<file path="src/rtl/sipo_frame_ctrl.sv">
// Serial-in/parallel-out frame capture with a one-deep holding register and sticky overrun flag.
// Optional even-parity bit per frame when SIPO_FRAME_PARITY_EN is defined.
module sipo_frame_ctrl #(
  parameter int WIDTH = 8
) (
  input  logic             clk,
  input  logic             rst_n,
  input  logic             start,
  input  logic             si,
  output logic [WIDTH-1:0] frame_data,
  output logic             frame_valid,
  input  logic             frame_ready,
  output logic             busy,
  output logic             overrun,
  input  logic             clr_ovr
`ifdef SIPO_FRAME_PARITY_EN
  ,
  output logic             parity_err
`endif
);

  localparam int CW = $clog2(WIDTH + 1);
  localparam logic [CW-1:0] LAST = CW'(WIDTH - 1);

`ifdef SIPO_FRAME_PARITY_EN
  typedef enum logic [1:0] {IDLE = 2'd0, SHIFT = 2'd1, PARITY = 2'd2} state_t;
`else
  typedef enum logic [0:0] {IDLE = 1'b0, SHIFT = 1'b1} state_t;
`endif

  state_t           state;
  state_t           next_state;
  logic [CW-1:0]    cnt;
  logic [WIDTH-1:0] sr;
  logic [WIDTH-1:0] frame_new;
  logic             complete;
  logic             load;
  logic             drop;

  always_ff @(posedge clk or negedge rst_n) begin
    if (!rst_n) state <= IDLE;
    else        state <= next_state;
  end

  always_comb begin
    next_state = state;
    complete   = 1'b0;
    frame_new  = {si, sr[WIDTH-1:1]};
    case (state)
      IDLE: begin
        if (start) next_state = SHIFT;
      end
      SHIFT: begin
        if (cnt == LAST) begin
`ifdef SIPO_FRAME_PARITY_EN
          next_state = PARITY;
`else
          next_state = IDLE;
          complete   = 1'b1;
`endif
        end
      end
`ifdef SIPO_FRAME_PARITY_EN
      PARITY: begin
        // Data bits are already complete in sr; si carries the parity bit.
        next_state = IDLE;
        complete   = 1'b1;
        frame_new  = sr;
      end
`endif
      default: next_state = IDLE;
    endcase
  end

  assign busy = (state != IDLE);
  assign load = complete && (!frame_valid || frame_ready);
  assign drop = complete && frame_valid && !frame_ready;

  always_ff @(posedge clk or negedge rst_n) begin
    if (!rst_n) begin
      cnt <= '0;
      sr  <= '0;
    end else if (state == IDLE) begin
      if (start) cnt <= '0;
    end else if (state == SHIFT) begin
      sr  <= {si, sr[WIDTH-1:1]};
      cnt <= cnt + CW'(1);
    end
  end

  always_ff @(posedge clk or negedge rst_n) begin
    if (!rst_n) begin
      frame_data  <= '0;
      frame_valid <= 1'b0;
`ifdef SIPO_FRAME_PARITY_EN
      parity_err  <= 1'b0;
`endif
    end else if (load) begin
      frame_data  <= frame_new;
      frame_valid <= 1'b1;
`ifdef SIPO_FRAME_PARITY_EN
      parity_err  <= (^sr) ^ si;
`endif
    end else if (frame_valid && frame_ready) begin
      frame_valid <= 1'b0;
    end
  end

  // A drop in the same cycle as clr_ovr must win so no loss goes unreported.
  always_ff @(posedge clk or negedge rst_n) begin
    if (!rst_n)       overrun <= 1'b0;
    else if (drop)    overrun <= 1'b1;
    else if (clr_ovr) overrun <= 1'b0;
  end

endmodule

</file>
<file path="config.mk">
export PLATFORM = sky130hd
export DESIGN_NAME = sipo_frame_ctrl
export DESIGN_NICKNAME = d
export VERILOG_FILES = /design/src/rtl/sipo_frame_ctrl.sv
export SDC_FILE = /design/constraint.sdc
export NUM_CORES = 1
export LEC_CHECK = 0
export CAP_MARGIN = 20
export CORE_MARGIN = 3
export CORE_UTILIZATION = 42
export CTS_CLUSTER_SIZE = 25
export DETAILED_ROUTE_END_ITERATION = 8
export PLACE_DENSITY = 0.8
export SYNTH_ARGS = -nofsm -noshare
export SYNTH_HDL_FRONTEND = slang
export SYNTH_SLANG_ARGS = --single-unit
</file>
<file path="constraint.sdc">
create_clock -name clk -period 1.36 [get_ports clk]
set_input_delay 0.408 -clock clk [delete_from_list [all_inputs] [get_ports clk]]
set_output_delay 0.408 -clock clk [all_outputs]
set_load 0.01 [all_outputs]
</file>
==> reports/results.ini <==
[run_status]
status=complete, but fails checks
violations=setup timing

[sta]
rsz0062_at_grt=true
max_freq_ghz=0.703
fin_tns_setup_ps=-410
slew_viol_final=0
tightestPinTransition_ps=220
whs_ps=437
final-setup-viol-count=8
finalCriticalPeriod_ps=1420
max-slew-margin-rel_pct=85.3
fin_skew_ps=3.30
finalHoldViolations=0
fin_ws_ps=-61.7
period_share_pct=105

[global_route]
grt_pass1_vias=604
gr-total-overflow=0
grt_start_max_net_pins=23
grt_antenna_before_repair=0
grt_pass1_wl_mm=2.93
track_usage_pct=15.4

[setup_path]
start_kind=primary input
rr_endpoint=frame_data[7]
r2r.worst_path.cells=5
crit-reg2reg-launch=cnt[1]
crit_arrival_ps=1610
end_kind=flop
required_ps=1550
rrSetupSlack_ps=-50
crit_fanout=8
critPathKind=primary input to flop

[logic_synthesis]
avgSynthCellArea_um2=14.9
ys_seq_elements=22
syn-cell-area_um2=865
synthesis.instances=58
ys_warn_count=0
synth_cell_type_count=19
ys_seq_area_share_pct=63.7
synth_nets=65

[placed_design]
gp_congestion=0.739
dp_slack_ps=-374
portBuffers=16
hpwl_mm=1.11

[clock_tree]
clk_latency_ps=290
cts_sinks=22
path_clk_slew_ps=110
cts_buffers=3
h-tree-depth=1
ctsRootBufferMaster=clkbuf_4
cts_tree=built
clk_path_buf_depth=2

[pwr]
total_leakage_power_nw=0.578
peakVddDrop_mv=1.40
p_total_mw=2.85
power_density_mw_per_mm2=2340

[die]
core_mm2=0.00184
die_w_um=51.4
ios=17
start_util_pct=47.0
die-area_mm2=0.00264
rows=15
die_y_um=51.4

[drt]
drtIter0Drc=3
wl_per_cell_um=14.3
drtPass1Iterations=2
viasPerCell=4.91
drtAntennaViolNets=0
routed_wl_mm=1.68
drc_errors=0
dr_total_vias=574

[final_layout]
area_growth_pct=40.5
insertedDiodeCount=0
layout-drive-gt1-share_pct=53.3
nets=100
final_core_util_pct=66.1

[worst_hold_path]
hp-class=primary input to asynchronous set/reset pin

[flow_run]
drv_cap=0

-- registers in the layout (all words and copies together) (netlist names) --
register / flops
sr: 7
overrun: 1
busy: 1
cnt: 4
frame_valid: 1
frame_data: 8
-- critical path: stages --
cell	delay (ps)
clkdlybuf4s50_1	450
nand2b_1	110
nor2b_2	150
buf_6	170
mux2_4	320
-- how the worst max path moves through the flow --
stage	from	to	slack [ps]	cells after the start
2_1_floorplan	cnt[0]	frame_data[0]	-20	5
3_3_place_gp	frame_ready	frame_data[6]	-370	5
3_5_place_dp	frame_ready	frame_data[7]	-370	5
4_1_cts	cnt[0]	frame_data[7]	-40	5
5_1_grt	cnt[1]	frame_data[7]	-90	5
6_report	frame_ready	frame_data[7]	-60	5
-- cell families after synthesis --
group                    share of synthesized area (%)
flip-flops                                        63.7
XOR/XNOR                                          1.01
AND/OR/NAND/NOR                                   6.51
AO/OA/AOI/OAI                                     4.78
adder cells (fa/ha/maj)                           1.45
multiplexers                                      20.7
buffers and inverters                             1.88
-- layer usage --
layer / GRT usage, % / part of all wire (%)
met1: 19.5 / 46
met2: 25.0 / 49
met3: 2.62 / 2.8
met4: 7.86 / 1.6
met5: 0 / 0
-- layout by cell type, fill, tap and decap left out, types with 2 or more instances in the layout --
master / Yosys / routed
a22o_1: 2 / 2
clkbuf_4: 0 / 3
nand2_1: 2 / 2
clkbuf_2: 0 / 11
dfrtp_1: 22 / 22
o21ai_0: 2 / 2
nand2b_1: 2 / 2
mux2_4: 0 / 8
mux2_2: 7 / 7
buf_4: 1 / 14
clkdlybuf4s50_1: 0 / 5
-- per-stage QoR --
step / area (µm²) / instances
6_report: 1210 / 117
5_1_grt: 1210 / 117
4_1_cts: 1250 / 115
3_5_place_dp: 1140 / 106
3_3_place_gp: 1140 / 106
2_1_floorplan: 886 / 58
-- power by group --
group	switching [mW]	internal [mW]	leakage, nW	total [mW]
clock	0.181	0.163	0.0210	0.344
combinational	0.498	0.829	0.293	1.33
sequential	0.211	0.965	0.263	1.18
-- layout make-up --
type                    instances  area [µm²]
flip-flops and latches         22         551
fillers                       144         624
well taps                      25        31.3
inverters                       1        3.75
clock buffers                   4        36.3
repair buffers                 32         241
multi-input cells              33         352
-- timing repair --
| item | 4_1_cts | 5_1_grt |
|---|---|---|
| setup endpoints to repair | 19 | 19 |
| buffers inserted | 5 | 2 |
| pin swaps | 2 | 1 |
| hold buffers | 0 | 0 |
| gates resized for setup | 32 | 11 |
-- cell usage after synthesis --
cell type	n	area (µm²)
a22o_1	2	17.5
buf_2	1	5.00
buf_4	1	7.51
dfrtp_1	22	551
ha_1	1	12.5
inv_1	1	3.75
mux2_1	8	90.1
mux2_2	7	78.8
mux2i_1	1	10.0
nand2_1	2	7.51
nand2b_1	2	12.5
nand3_1	1	5.00
nand4b_2	1	15.0
nor2_1	1	3.75
nor2b_1	2	12.5
o21a_1	1	7.51
o21ai_0	2	10.0
o22ai_1	1	6.26
xnor2_1	1	8.76
Note: power is estimated with default switching activity, not from simulation.
